===== src/rtl/sap_loader_if.sv =====
// Loader bus bundle for sap_loader: start pulse, valid/ready byte stream,
// RAM write port, port-ownership select and CPU control/status lines.
// The loader connects through the slave modport; the host/system side uses master.
interface sap_loader_if #(
    parameter int ADDR_W = 4,
    parameter int DATA_W = 8
);
    logic              start;
    logic              in_valid;
    logic [DATA_W-1:0] in_data;
    logic              in_ready;
    logic              ram_we;
    logic [ADDR_W-1:0] ram_addr;
    logic [DATA_W-1:0] ram_wdata;
    logic              mem_sel;
    logic              cpu_hold;
    logic              load_busy;
    logic              load_done;
    logic              load_err;

    modport slave (
        input  start, in_valid, in_data,
        output in_ready, ram_we, ram_addr, ram_wdata,
               mem_sel, cpu_hold, load_busy, load_done, load_err
    );

    modport master (
        output start, in_valid, in_data,
        input  in_ready, ram_we, ram_addr, ram_wdata,
               mem_sel, cpu_hold, load_busy, load_done, load_err
    );
endinterface


===== src/rtl/sap_loader.sv =====
// sap_loader: program loader and RAM-port arbiter for the SAP computer.
// Streams DEPTH bytes into RAM, then checks a trailing checksum byte; a good
// image releases the CPU (RUN), a bad one parks in ERROR with the CPU held.
// Optional feature macro: SAP_LOADER_TIMEOUT_EN adds an idle watchdog that
// aborts a stalled load to ERROR after TIMEOUT cycles without a byte.
module sap_loader #(
    parameter int DEPTH   = 16,
    parameter int ADDR_W  = 4,
    parameter int DATA_W  = 8,
    parameter int TIMEOUT = 255
) (
    input  logic        clk,
    input  logic        reset,
    sap_loader_if.slave bus
);
    typedef enum logic [2:0] {
        S_IDLE,
        S_LOAD,
        S_CHECK,
        S_RUN,
        S_ERROR
    } state_t;

    localparam logic [ADDR_W-1:0] LAST_ADDR = ADDR_W'(DEPTH - 1);

    // Reject configurations the address counter or watchdog cannot cover.
    if (DEPTH < 2 || DEPTH > (1 << ADDR_W) || TIMEOUT < 1 || TIMEOUT > 255) begin : g_bad_params
        $error("sap_loader: parameter out of range");
    end

    state_t            state;
    logic [ADDR_W-1:0] addr;
    logic [DATA_W-1:0] sum;
    logic [DATA_W-1:0] sum_next;
    logic              ready;
    logic              hs;
    logic              timeout_hit;

    logic              we_q;
    logic [ADDR_W-1:0] waddr_q;
    logic [DATA_W-1:0] wdata_q;
    logic              sel_q;
    logic              hold_q;
    logic              busy_q;
    logic              done_q;
    logic              err_q;

    // in_ready is a pure state decode so the source sees it the cycle LOAD begins.
    assign ready    = (state == S_LOAD) || (state == S_CHECK);
    assign hs       = bus.in_valid && ready;
    assign sum_next = sum + bus.in_data;

`ifdef SAP_LOADER_TIMEOUT_EN
    logic [7:0] idle_cnt;

    // Count idle cycles inside LOAD/CHECK; any handshake or leaving those states clears it.
    always_ff @(posedge clk or posedge reset) begin
        if (reset) begin
            idle_cnt <= '0;
        end else if (!ready || hs) begin
            idle_cnt <= '0;
        end else if (idle_cnt != 8'(TIMEOUT)) begin
            idle_cnt <= idle_cnt + 8'd1;
        end
    end

    assign timeout_hit = ready && !hs && (idle_cnt == 8'(TIMEOUT));
`else
    assign timeout_hit = 1'b0;
`endif

    // Main FSM: state, address/checksum accumulators and all registered outputs.
    always_ff @(posedge clk or posedge reset) begin
        if (reset) begin
            state   <= S_IDLE;
            addr    <= '0;
            sum     <= '0;
            we_q    <= 1'b0;
            waddr_q <= '0;
            wdata_q <= '0;
            sel_q   <= 1'b0;
            hold_q  <= 1'b1;
            busy_q  <= 1'b0;
            done_q  <= 1'b0;
            err_q   <= 1'b0;
        end else begin
            // Write strobe is a single-cycle pulse per accepted image byte.
            we_q <= 1'b0;
            case (state)
                S_IDLE, S_RUN, S_ERROR: begin
                    // Any settled state restarts on start; from RUN this re-clears the CPU.
                    if (bus.start) begin
                        state  <= S_LOAD;
                        addr   <= '0;
                        sum    <= '0;
                        sel_q  <= 1'b1;
                        hold_q <= 1'b1;
                        busy_q <= 1'b1;
                        done_q <= 1'b0;
                        err_q  <= 1'b0;
                    end
                end
                S_LOAD: begin
                    if (hs) begin
                        we_q    <= 1'b1;
                        waddr_q <= addr;
                        wdata_q <= bus.in_data;
                        sum     <= sum_next;
                        addr    <= addr + 1'b1;
                        if (addr == LAST_ADDR) begin
                            state <= S_CHECK;
                        end
                    end else if (timeout_hit) begin
                        state  <= S_ERROR;
                        sel_q  <= 1'b0;
                        hold_q <= 1'b1;
                        busy_q <= 1'b0;
                        err_q  <= 1'b1;
                    end
                end
                S_CHECK: begin
                    // Checksum byte is consumed but never written; mem_sel drops only
                    // after this edge so the last image write finishes under loader control.
                    if (hs) begin
                        sel_q  <= 1'b0;
                        busy_q <= 1'b0;
                        if (sum_next == '0) begin
                            state  <= S_RUN;
                            hold_q <= 1'b0;
                            done_q <= 1'b1;
                        end else begin
                            state  <= S_ERROR;
                            hold_q <= 1'b1;
                            err_q  <= 1'b1;
                        end
                    end else if (timeout_hit) begin
                        state  <= S_ERROR;
                        sel_q  <= 1'b0;
                        hold_q <= 1'b1;
                        busy_q <= 1'b0;
                        err_q  <= 1'b1;
                    end
                end
                default: begin
                    state <= S_IDLE;
                end
            endcase
        end
    end

    assign bus.in_ready  = ready;
    assign bus.ram_we    = we_q;
    assign bus.ram_addr  = waddr_q;
    assign bus.ram_wdata = wdata_q;
    assign bus.mem_sel   = sel_q;
    assign bus.cpu_hold  = hold_q;
    assign bus.load_busy = busy_q;
    assign bus.load_done = done_q;
    assign bus.load_err  = err_q;

endmodule

===== src/flat_wrapper.sv =====
// flat-port wrapper written by rule: the top's interface ports become plain ports
module sap_loader_flat 
#(
    parameter int DEPTH   = 16,
    parameter int ADDR_W  = 4,
    parameter int DATA_W  = 8,
    parameter int TIMEOUT = 255
)
  (clk, reset, bus_start, bus_in_valid, bus_in_data, bus_in_ready, bus_ram_we, bus_ram_addr, bus_ram_wdata, bus_mem_sel, bus_cpu_hold, bus_load_busy, bus_load_done, bus_load_err);
  sap_loader_if #(.ADDR_W(ADDR_W), .DATA_W(DATA_W)) bus_i ();
  input  logic clk;
  input  logic reset;
  input wire logic [$bits(bus_i.start)-1:0] bus_start;
  input wire logic [$bits(bus_i.in_valid)-1:0] bus_in_valid;
  input wire logic [$bits(bus_i.in_data)-1:0] bus_in_data;
  output wire logic [$bits(bus_i.in_ready)-1:0] bus_in_ready;
  output wire logic [$bits(bus_i.ram_we)-1:0] bus_ram_we;
  output wire logic [$bits(bus_i.ram_addr)-1:0] bus_ram_addr;
  output wire logic [$bits(bus_i.ram_wdata)-1:0] bus_ram_wdata;
  output wire logic [$bits(bus_i.mem_sel)-1:0] bus_mem_sel;
  output wire logic [$bits(bus_i.cpu_hold)-1:0] bus_cpu_hold;
  output wire logic [$bits(bus_i.load_busy)-1:0] bus_load_busy;
  output wire logic [$bits(bus_i.load_done)-1:0] bus_load_done;
  output wire logic [$bits(bus_i.load_err)-1:0] bus_load_err;
  assign bus_i.start = bus_start;
  assign bus_i.in_valid = bus_in_valid;
  assign bus_i.in_data = bus_in_data;
  assign bus_in_ready = bus_i.in_ready;
  assign bus_ram_we = bus_i.ram_we;
  assign bus_ram_addr = bus_i.ram_addr;
  assign bus_ram_wdata = bus_i.ram_wdata;
  assign bus_mem_sel = bus_i.mem_sel;
  assign bus_cpu_hold = bus_i.cpu_hold;
  assign bus_load_busy = bus_i.load_busy;
  assign bus_load_done = bus_i.load_done;
  assign bus_load_err = bus_i.load_err;
  sap_loader #(.DEPTH(DEPTH), .ADDR_W(ADDR_W), .DATA_W(DATA_W), .TIMEOUT(TIMEOUT)) u_core (.clk(clk), .reset(reset), .bus(bus_i));
endmodule

===== config.mk =====
export PLATFORM = sky130hd
export DESIGN_NAME = sap_loader_flat
export DESIGN_NICKNAME = d
export VERILOG_FILES = /design/src/rtl/sap_loader_if.sv /design/src/rtl/sap_loader.sv /design/src/flat_wrapper.sv
export SDC_FILE = /design/constraint.sdc
export NUM_CORES = 1
export LEC_CHECK = 0
export BUFFER_PORTS_ARGS = -buffer_cell sky130_fd_sc_hd__clkbuf_2
export CAP_MARGIN = 10
export CORE_AREA = 2 2 64 66
export CTS_CLUSTER_DIAMETER = 120
export DETAILED_ROUTE_END_ITERATION = 16
export DIE_AREA = 0 0 66 68
export PLACE_DENSITY = 0.69
export SLEW_MARGIN = 20
export SYNTH_ARGS = -nofsm -noshare
export SYNTH_HDL_FRONTEND = slang
export SYNTH_SLANG_ARGS = --single-unit

===== constraint.sdc =====
create_clock -name clk -period 5.94 [get_ports clk]
set_clock_uncertainty 0.2 [all_clocks]
set_input_delay 0.594 -clock clk [delete_from_list [all_inputs] [get_ports clk]]
set_output_delay 0.594 -clock clk [all_outputs]
set_load 0.05 [all_outputs]

==> flow_metrics.py <==
metrics = {
    "floorplanning": {
        "initial_standard_cell_utilization_of_the_core": 0.462,
        "die_height_um": 68,
        "core_region_area_um2": 3860,
        "floorplan.rows": 23,
        "die_width_um": 66,
        "die_area_um2": 4490,
        "floorplan.io_pins": 31,
    },
    "final_layout": {
        "final-instance-count-excl-fill": 247,
        "post_layout_instance_area_um2": 2100,
        "fill_cells": 361,
        "relative_area_change_from_synthesis_to_final_layout_pct": 18.0,
        "num_antenna_cells": 0,
        "layout_net_count": 217,
        "drive_above_1_share": 0.320,
    },
    "critical_path": {
        "setup.worst_path.class": "in -> reg",
        "r2r.worst_path.cells": 7,
        "cp_data_required_time_ns": 5.91,
        "cpPeakStageDelay_ns": 0.70,
        "peak_fanout_along_the_critical_path": 6,
        "reg2reg_setup_slack_ns": 2.96,
        "crit_path_start": "bus_in_data[0]",
        "kind_of_capture_point_of_the_worst_setup_path": "register",
        "worst_setup_path_endpoint": "u_core.bus.load_done$_DFFE_PP0P_",
        "cp.depth": 8,
        "timing.critical_path.slowest_stage_cell": "sky130_fd_sc_hd__o311ai_0",
        "r2r_start": "u_core.sum[0]$_DFFE_PP0P_",
        "timing.rr.end": "u_core.bus.load_done$_DFFE_PP0P_",
        "crit_buf_inv": 1,
        "critical_path_arrival_ns": 2.98,
        "startpoint_type": "input port",
        "critical_path.cell_chain": "clkbuf_2, ha_1, fa_1, a211o_1, and3_2, o311ai_0, a2111oi_4, a32o_1",
        "critical_path.top_delay_family": "compound AO/OA/AOI/OAI gates",
    },
    "clock_tree": {
        "ctsHtreeMaxLevel": 2,
        "numClockSinks": 32,
        "clkSlewWorstSetupHoldPaths_ns": 0.07,
        "cts_buffers": 5,
        "insertion_delay_ns": 0.28,
        "number_of_cells_upsized_or_downsized_after_cts": 0,
        "postCtsSetupBuffers": 0,
        "cts_max_path_buffers": 2,
        "cts-root-buf": "sky130_fd_sc_hd__clkbuf_8",
        "cts_tree": "done",
        "holdBufCountCts": 0,
    },
    "sta": {
        "slew_violations": 0,
        "final.setup.tns_ns": 0,
        "unrepaired_setup_endpoints_after_global_routing": "false",
        "highest_attainable_clock_frequency_mhz": 333,
        "timing.slew.headroom": 0.432,
        "hold_viol_final": 0,
        "worst_pin_slew_ns": 0.848,
        "min_period_ns": 3.00,
        "period_share": 0.506,
        "finalSetupViolations": 0,
    },
    "grt": {
        "grt_pass1_vias": 1333,
        "global_route_wire_length_before_repair_mm": 6.11,
        "global_route.overflow_total": 0,
        "grt_use_total": 0.180,
        "pin_count_of_the_biggest_net_entering_global_routing": 33,
        "initial_antenna_violation_count": 0,
    },
    "drt": {
        "drt_drc_violations_left": 0,
        "vias": 1424,
        "via_density_per_instance": 5.77,
        "drt_pre_antenna_iters": 4,
        "detail_route.iter0.violations": 132,
        "finalWirelength_mm": 3.63,
        "detail-route-antenna-nets": 0,
        "post_drt_wl_per_cell_um": 14.7,
    },
    "logic_synthesis": {
        "async_flop_share": 1.00,
        "postSynthAreaPerCell_um2": 11.0,
        "mappedNetlistArea_um2": 1780,
        "yosysWarningCount": 0,
        "syn-instance-count": 162,
        "synth_edf_count": 0,
        "synth.yosys.seq_area_share": 0.450,
        "synthesized_nets": 183,
        "unique_masters_post_synth": 45,
        "synth_register_bits": 32,
        "post_synth_top_flop": "sky130_fd_sc_hd__dfrtp_1",
    },
    "placement": {
        "io_buffers": 30,
        "place_area_um2": 1990,
        "placedCellCount": 238,
        "gp_congestion": 0.861,
        "detailed_place_hpwl_mm": 2.63,
    },
    "pwr": {
        "power_density_nw_per_um2": 584,
        "power_leakage_uw": 0.000957,
        "vdd_ir_max_uv": 271,
    },
    "outcome": {
        "result_of_the_run": "complete, no violations",
    },
    "run": {
        "cap_violations": 0,
    },
    "hold_path": {
        "timing.hold.worst.class": "in -> async",
    },
}
worst register-to-register path: cells and delay by family (launching register included):
kind	cells	cell delay, ns
adder cells (fa/ha/maj)	2	0.62
AND/OR/NAND/NOR	1	0.22
AO/OA/AOI/OAI	4	1.45
flip-flops	1	0.39
worst min-delay path by stage:
stage	from	slack [ns]	end	cells after the start
6_report	reset	0.17	u_core.addr[1]$_DFFE_PP0P_	3
5_1_grt	reset	0.20	u_core.bus.ram_we$_DFF_PP0_	3
3_3_place_gp	u_core.bus.load_done$_DFFE_PP0P_	0.28	u_core.bus.load_done$_DFFE_PP0P_	1
2_1_floorplan	u_core.sum[3]$_DFFE_PP0P_	0.27	u_core.sum[3]$_DFFE_PP0P_	1
4_1_cts	reset	0.18	u_core.bus.ram_wdata[2]$_DFFE_PP0P_	3
3_5_place_dp	u_core.bus.ram_addr[2]$_DFFE_PP0P_	0.30	u_core.bus.ram_addr[2]$_DFFE_PP0P_	1
flip-flops by register name, indices dropped and copies added, names as in the netlist:
name / flops
u_core.bus.ram_wdata: 8
u_core.state: 3
u_core.bus.load_done: 1
u_core.bus.cpu_hold: 1
u_core.addr: 4
u_core.sum: 8
u_core.bus.ram_we: 1
u_core.bus.load_err: 1
u_core.bus.mem_sel: 1
u_core.bus.ram_addr: 4
per-layer routing:
layer / part of all wire / vias up / wire length (µm) / track usage
met5: 0 / - / 0 / 0
met2: 0.47 / 38 / 1710 / 0.306
met4: 0.016 / 0 / 57 / 0.0689
li1: - / 675 / - / -
met1: 0.47 / 705 / 1690 / 0.226
met3: 0.047 / 6 / 172 / 0.0395
metrics by stage:
stage | utilization | hold WS [ns] | setup WS (ns) | total power (µW)
floorplan | - | 0.270 | 2.94 | 892
global placement | 0.515 | 0.277 | 2.75 | 1010
detailed placement | 0.515 | 0.296 | 2.68 | 1020
CTS | 0.543 | 0.182 | 2.95 | 1230
global route | 0.545 | 0.200 | 2.84 | 1320
finish | 0.545 | 0.174 | 2.94 | 1230
kinds of logic after synthesis:
logic type,share of synthesized area
fa+ha+maj,0.0674
compound gates,0.188
xor+xnor,0.0344
flops,0.450
simple gates,0.147
buf+inv,0.0239
mux,0.0885
cell usage after synthesis (all sizes together), types with 5 or more instances:
cell type / number / area (µm²)
nor2: 10 / 37.5
nand2b: 6 / 37.5
mux2: 14 / 158
nor2b: 5 / 31.3
a22o: 8 / 70.1
nand2: 6 / 22.5
o21ai: 7 / 35.0
ha: 8 / 100
dfrtp: 31 / 776
xnor2: 5 / 43.8
a21oi: 8 / 40.0
layout make-up:
class / instances / area [µm²] / area share
Clock buffer: 6 / 72.6 / 0.0345
Tap cell: 50 / 62.6 / 0.0298
Timing Repair Buffer: 33 / 173 / 0.0821
Sequential cell: 32 / 802 / 0.382
Clock inverter: 2 / 35.0 / 0.0167
Multi-Input combinational cell: 120 / 942 / 0.448
Inverter: 4 / 15.0 / 0.00714
where the power goes:
part / leakage [µW] / total, µW / switching (µW) / internal [µW]
Sequential: 0.000390 / 363 / 61.0 / 302
Clock: 0.0000552 / 205 / 80.7 / 124
Combinational: 0.000512 / 659 / 413 / 247
layout by cell type (no fill, tap or decap), drive strengths merged, types with 3 or more instances in the layout:
master	count
nor2b	5
nand4	3
ha	8
nor3b	3
dfrtp	31
mux2	14
xnor2	5
nand2b	6
a22o	8
inv	4
a21oi	8
o21ai	7
clkbuf	37
nor2	10
nand2	6
nor3	3
Power figures use the tool's default switching activity.
